**src/rtl/exu_bjp_cmt.sv**
```systemverilog
// exu_bjp_cmt: commits branch/jump results, requests an IFU flush on mispredict and counts branches/mispredicts
module exu_bjp_cmt #(
  parameter int XLEN = 32,
  parameter int PC_SIZE = 32
) (
  input  logic               clk,
  input  logic               rst,
  input  logic               cmt_i_valid,
  output logic               cmt_i_ready,
  input  logic [PC_SIZE-1:0] cmt_i_pc,
  input  logic               cmt_i_bjp,
  input  logic               cmt_i_prdt,
  input  logic               cmt_i_rslv,
  input  logic [PC_SIZE-1:0] cmt_i_target,
  output logic               flush_o_valid,
  input  logic               flush_o_ready,
  output logic [PC_SIZE-1:0] flush_o_pc,
  output logic [31:0]        perf_bjp_cnt,
  output logic [31:0]        perf_mis_cnt
);
  if (XLEN < PC_SIZE) begin : g_chk
    $error("XLEN must be at least PC_SIZE");
  end
  typedef enum logic {IDLE, FLUSH} state_t;
  state_t state_q, state_d;
  logic [PC_SIZE-1:0] pc_q, pc_d;
  logic [31:0] bjp_q, bjp_d, mis_q, mis_d;
  logic acc, mis;
  assign cmt_i_ready = state_q == IDLE;
  assign flush_o_valid = state_q == FLUSH;
  assign flush_o_pc = pc_q;
  assign perf_bjp_cnt = bjp_q;
  assign perf_mis_cnt = mis_q;
  always_comb begin
    acc = cmt_i_valid & cmt_i_ready;
    mis = cmt_i_bjp & (cmt_i_prdt ^ cmt_i_rslv);
    state_d = state_q == IDLE ? (acc & mis ? FLUSH : IDLE) : (flush_o_ready ? IDLE : FLUSH);
    pc_d = acc & mis ? (cmt_i_rslv ? cmt_i_target : cmt_i_pc + PC_SIZE'(4)) : pc_q;
    bjp_d = bjp_q + 32'(acc & cmt_i_bjp);
    mis_d = mis_q + 32'(acc & mis);
  end
  always_ff @(posedge clk or posedge rst) begin
    if (rst) begin
      state_q <= IDLE;
      pc_q <= '0;
      bjp_q <= '0;
      mis_q <= '0;
    end else begin
      state_q <= state_d;
      pc_q <= pc_d;
      bjp_q <= bjp_d;
      mis_q <= mis_d;
    end
  end
endmodule

```
**config.mk**
```make
export PLATFORM = sky130hd
export DESIGN_NAME = exu_bjp_cmt
export DESIGN_NICKNAME = d
export VERILOG_FILES = /design/src/rtl/exu_bjp_cmt.sv
export SDC_FILE = /design/constraint.sdc
export NUM_CORES = 1
export LEC_CHECK = 0
export ABC_AREA = 1
export BUFFER_PORTS_ARGS = -buffer_cell sky130_fd_sc_hd__clkbuf_2
export CORE_ASPECT_RATIO = 0.75
export CORE_MARGIN = 1.5
export CORE_UTILIZATION = 55
export CTS_CLUSTER_SIZE = 12
export DETAILED_ROUTE_END_ITERATION = 16
export PLACE_DENSITY = 0.92
export SYNTH_ARGS = -nofsm -noshare
export SYNTH_HDL_FRONTEND = slang
export SYNTH_SLANG_ARGS = --single-unit
```
**constraint.sdc**
```tcl
create_clock -name clk -period 7.7 [get_ports clk]
set_clock_uncertainty 0.05 [all_clocks]
set_input_delay 0.77 -clock clk [delete_from_list [all_inputs] [get_ports clk]]
set_output_delay 0.77 -clock clk [all_outputs]
set_load 0.03 [all_outputs]
```
# ---- After elaboration in Yosys (flattened, before gate mapping)
# Index checks and enable logic that the tools add are counted.
dict set report op_classes {
  n_addsub 3
  n_mux 4
  n_bitwise 7
}
# operator count
set op_table {}
lappend op_table {{$add A32 B1 Y32} 2}
lappend op_table {{$add A32 B3 Y32 const B} 1}
lappend op_table {{$mux W32} 1}
lappend op_table {{$and A1 B1 Y1} 5}
lappend op_table {{$mux W1} 3}
lappend op_table {{$not A1 Y1} 1}
lappend op_table {{$xor A1 B1 Y1} 1}
dict set report word_totals {
  regBits 97
  inputBits 71
  out_inout_bits 98
}

# ---- Depth between registers and ports, before layout
dict set report depth {
  word_depth 5
  mapped_depth 15
  depth_no_buf 14
}

# ---- Least setup slack after synthesis
# Ideal clock, no wire load.
dict set report synth_path {
  path_kind {input to register}
  from {input cmt_i_valid}
  to {register mis_q[24] (netlist: perf_mis_cnt[24])}
  setup_time_ns 0.081
  arrival_time_ns 2.434
  t_required_ns 7.569
  path_slack_ns 5.136
  stages 12
  n_path_buf 1
  path_cell_list {nand2_1 > nor2_1 > nand2_1 > inv_2 > buf_2 > ha_1 > ha_1 > inv_1 > nor2_2 > nand2_1 > nor3_2 > xor2_1}
}
dict set report synth_between {
  elab_chain_len 3
}
# item line_no
set synth_rtl {}
lappend synth_rtl {{start, declared} 8} ;# input logic cmt_i_valid,
lappend synth_rtl {{$and A1 B1 Y1} 35} ;# acc = cmt_i_valid & cmt_i_ready;
lappend synth_rtl {{$and A1 B1 Y1} 40} ;# mis_d = mis_q + 32'(acc & mis);
lappend synth_rtl {{$add A32 B1 Y32} 40}
lappend synth_rtl {{net mis_d[24]} 27} ;# logic [31:0] bjp_q, bjp_d, mis_q, mis_d;
lappend synth_rtl {{end signal, assigned} 52} ;# mis_q <= mis_d;
lappend synth_rtl {{end, declared} 27}
# The timed path passes the listed nets, and every way through them passes these cells.
# A chain may end at the register's enable or synchronous reset.

# ---- Worst setup path in the final report
dict set report layout_path {
  from {input cmt_i_rslv}
  to {register mis_q[28] (netlist: perf_mis_cnt[28])}
}
dict set report layout_between {
  elab_chain_len 4
}
# item line_no
set layout_rtl {}
lappend layout_rtl {{start, declared} 13} ;# input logic cmt_i_rslv,
lappend layout_rtl {{$xor A1 B1 Y1} 36} ;# mis = cmt_i_bjp & (cmt_i_prdt ^ cmt_i_rslv);
lappend layout_rtl {{$and A1 B1 Y1} 36}
lappend layout_rtl {{$and A1 B1 Y1} 40}
lappend layout_rtl {{$add A32 B1 Y32} 40}
lappend layout_rtl {{net mis_d[28]} 27}
# The timed path passes the listed nets, and every way through them passes these cells.

==> results.toml <==
[finish]
fillers = 797
finish.instance_area_um2 = 6918
fin_cells = 1080
final_util_pct = 70.50
drive_above_1_share_pct = 22.68
multi_input_area_um2 = 2930
areaGrowthSynthToFinish_pct = 22.30
seq_area_um2 = 2427
antenna_cells = 0
final_cell_mix = "250 x nand2_1, 168 x clkbuf_2, 135 x nor2_1, 97 x dfrtp_1, 62 x inv_1"
final_common_cell = "nand2_1"
num-nets-final = 1020

[place]
dpl-instance-area_um2 = 6629
post-place-cells = 1065
portBuffers = 168
gp_congestion = 0.9567
pre_cts_ws_ns = 4.450
dp_hpwl_um = 11890

[critical_path]
worstPathMaxFanout = 25
critPathRequiredTime_ns = 7.89
critPathArrivalTime_ns = 3.12
r2r_setup_slack_ns = 5.08
timing.critical_path.slowest_stage_cell = "clkbuf_2"
criticalPathCategory = "primary input to flip-flop"
end_kind = "flip-flop"
reg2regPathDepth = 12
path_cells = "clkbuf_2 > xor2_1 > nand2_1 > inv_2 > ha_1 > ha_1 > inv_1 > nor2_2 > inv_1 > nor2_1 > nand2_1 > nand2_1 > nand2_1"
cp-start-kind = "primary input"
worst_r2r_endpoint = "perf_mis_cnt[28]"
cpMostUsedCell = "nand2_1"
critPathMaxStageDelay_ns = 0.34
reg2reg_from = "flush_o_valid"

[logic_synthesis]
synth_compound_area_share_pct = 4.512
netlist_instances = 775
synth_adder_area_share_pct = 1.106
synth.area.top_cells = "dfrtp_1 43%, nand2_1 17%, nor2_1 9.0%"
synth_area_leader_cell = "dfrtp_1"
async_flop_share_pct = 100.0
synth.mux.area_fraction_pct = 0
synth-seq-area-share_pct = 42.91
synth_top_family_by_area = "simple AND/OR/NAND/NOR gates"
ys_seq_elements = 97
synth_nets = 851
synth-simple-area-share_pct = 37.67
synth_top_area_share_pct = 42.91
syn_area_per_cell_um2 = 7.299
synth_edf_count = 0
synth_xor_area_share_pct = 8.516
synth_area_um2 = 5657
yosys_most_used_dff = "dfrtp_1"
synth_cell_types = 33
synth_warnings = 0

[route]
drt-met1-wl_um = 7226
wl_met2_um = 6661
wire_per_inst_um = 14.28
top_layer = "met4"
drt_iter0_markers = 602
drtAntennaViolNets = 0
dr_wl_met3_um = 1378
remaining_drc_errors = 0
routed_via_density = 5.261
wl_um = 15420
vias = 5682
firstDrtPassIters = 5

[sta]
rsz0062_at_grt = "false"
setup_slack_ns = 4.770
relSlewSlack_pct = 50.08
drv_slew = 0
finalSetupTns_ns = 0
fmax_ghz = 0.3413
min_period_ns = 2.930
finalSetupViolCount = 0
fin_crit_sh_pct = 38.05
hold_viol = 0
worst_pin_slew_ns = 0.7477

[cts]
cts_buffer_depth = 2
cts.sinks = 97
ctsHoldBuffers = 0
cts_tree = "done"
cts_root_buf = "clkbuf_16"
clkTransAtPathRegs_ns = 0.07
cts_buffers = 9
insertion_delay_ns = 0.34
cts_resized = 0
htree_levels = 3
cts_setup_buffers = 0

[worst_hold_path]
min-delay-start = "flush_o_pc[24]"
hold_class = "flip-flop to flip-flop"
whs_endpoint = "flush_o_pc[24]"
hold_depth = 2

[floorplanning]
ios = 169
dieArea_um2 = 10910
initial_utilization_pct = 57.64
row_count = 31
die_y_um = 90.83
fp.dieW_um = 120.1
core_area_um2 = 9813

[run_status]
outcome = "completed"

[grt]
track_usage_pct = 29.11
antenna_found_initial = 0
grt_pass1_vias = 5059
grt_pass1_wl_um = 25020
gr-total-overflow = 0
grt_max_degree = 52

[pwr]
p_leak_nw = 3.624
power_density_nw_per_um2 = 213.6
vdd_ir_drop_max_mv = 0.1812

[run]
timing.max_cap.violations = 0
worst max-delay path by stage:
stage | startpoint | to | slack [ns] | cells past startpoint
CTS | cmt_i_rslv | perf_mis_cnt[28] | 4.79 | 13
detailed placement | cmt_i_rslv | perf_mis_cnt[28] | 4.45 | 13
floorplan | rst | flush_o_pc[0] | 4.35 | 1
finish | cmt_i_rslv | perf_mis_cnt[28] | 4.77 | 13
global route | cmt_i_rslv | perf_mis_cnt[28] | 4.55 | 13
global placement | cmt_i_rslv | perf_mis_cnt[28] | 4.56 | 13
layer usage:
metal | GRT usage [%] | up-vias
li1 | - | 2786
met1 | 44.60 | 2604
met2 | 41.71 | 276
met3 | 7.197 | 16
met4 | 5.853 | 0
met5 | 0 | -
synth_stat cells (2+ instances only):
cell,instances
nand2_1,250
nor2_1,135
dfrtp_1,97
inv_1,63
nand3_1,47
xor2_1,37
a21oi_1,25
xnor2_1,18
nor3_1,12
nor2_2,11
o21ai_0,11
nand4_1,9
clkbuf_1,6
nand3b_1,6
nor3_2,6
buf_2,5
ha_1,5
a31oi_1,4
o21ai_1,4
inv_2,3
nand2_2,3
nor2_4,3
nand2_4,2
nand3_2,2
nor3b_1,2
o211ai_1,2
cell families (layout without fill, tap and decap cells):
kind of cell	Yosys count	count (layout)
AND/OR/NAND/NOR	492	492
flip-flops	97	97
buffers and inverters	78	251
XOR/XNOR	55	55
AO/OA/AOI/OAI	48	48
adder cells (fa/ha/maj)	5	5
stage by stage:
stage | total power, mW | hold slack [ns]
final | 1.478 | 0.4317
after floorplan | 0.9014 | 0.6027
after CTS | 1.482 | 0.4358
after detailed placement | 1.038 | 0.4150
after global placement | 1.029 | 0.4111
after global routing | 1.551 | 0.4498
flip-flops by register name, indices dropped and copies added, names as in the netlist:
| name | flops |
|---|---|
| flush_o_valid | 1 |
| perf_bjp_cnt | 32 |
| perf_mis_cnt | 32 |
| flush_o_pc | 32 |
critical path: cells and delay by family:
kind                     cells  cell delay [ns]
XOR/XNOR                     1             0.21
adder cells (fa/ha/maj)      2             0.60
buffers and inverters        4             0.85
AND/OR/NAND/NOR              6             0.68
final cells by class:
class	instances	share of cell area (%)
Tap cell	132	2.387
Timing Repair Buffer	170	12.37
Multi-Input combinational cell	600	42.36
Clock buffer	13	3.617
Sequential cell	97	35.09
Clock inverter	2	0.5607
Inverter	66	3.617
power breakdown:
group,switching [mW],internal (mW)
combinational,0.276,0.110
clock,0.187,0.260
sequential,0.0615,0.583
total,0.525,0.953
(Power assumes the default switching activity.)
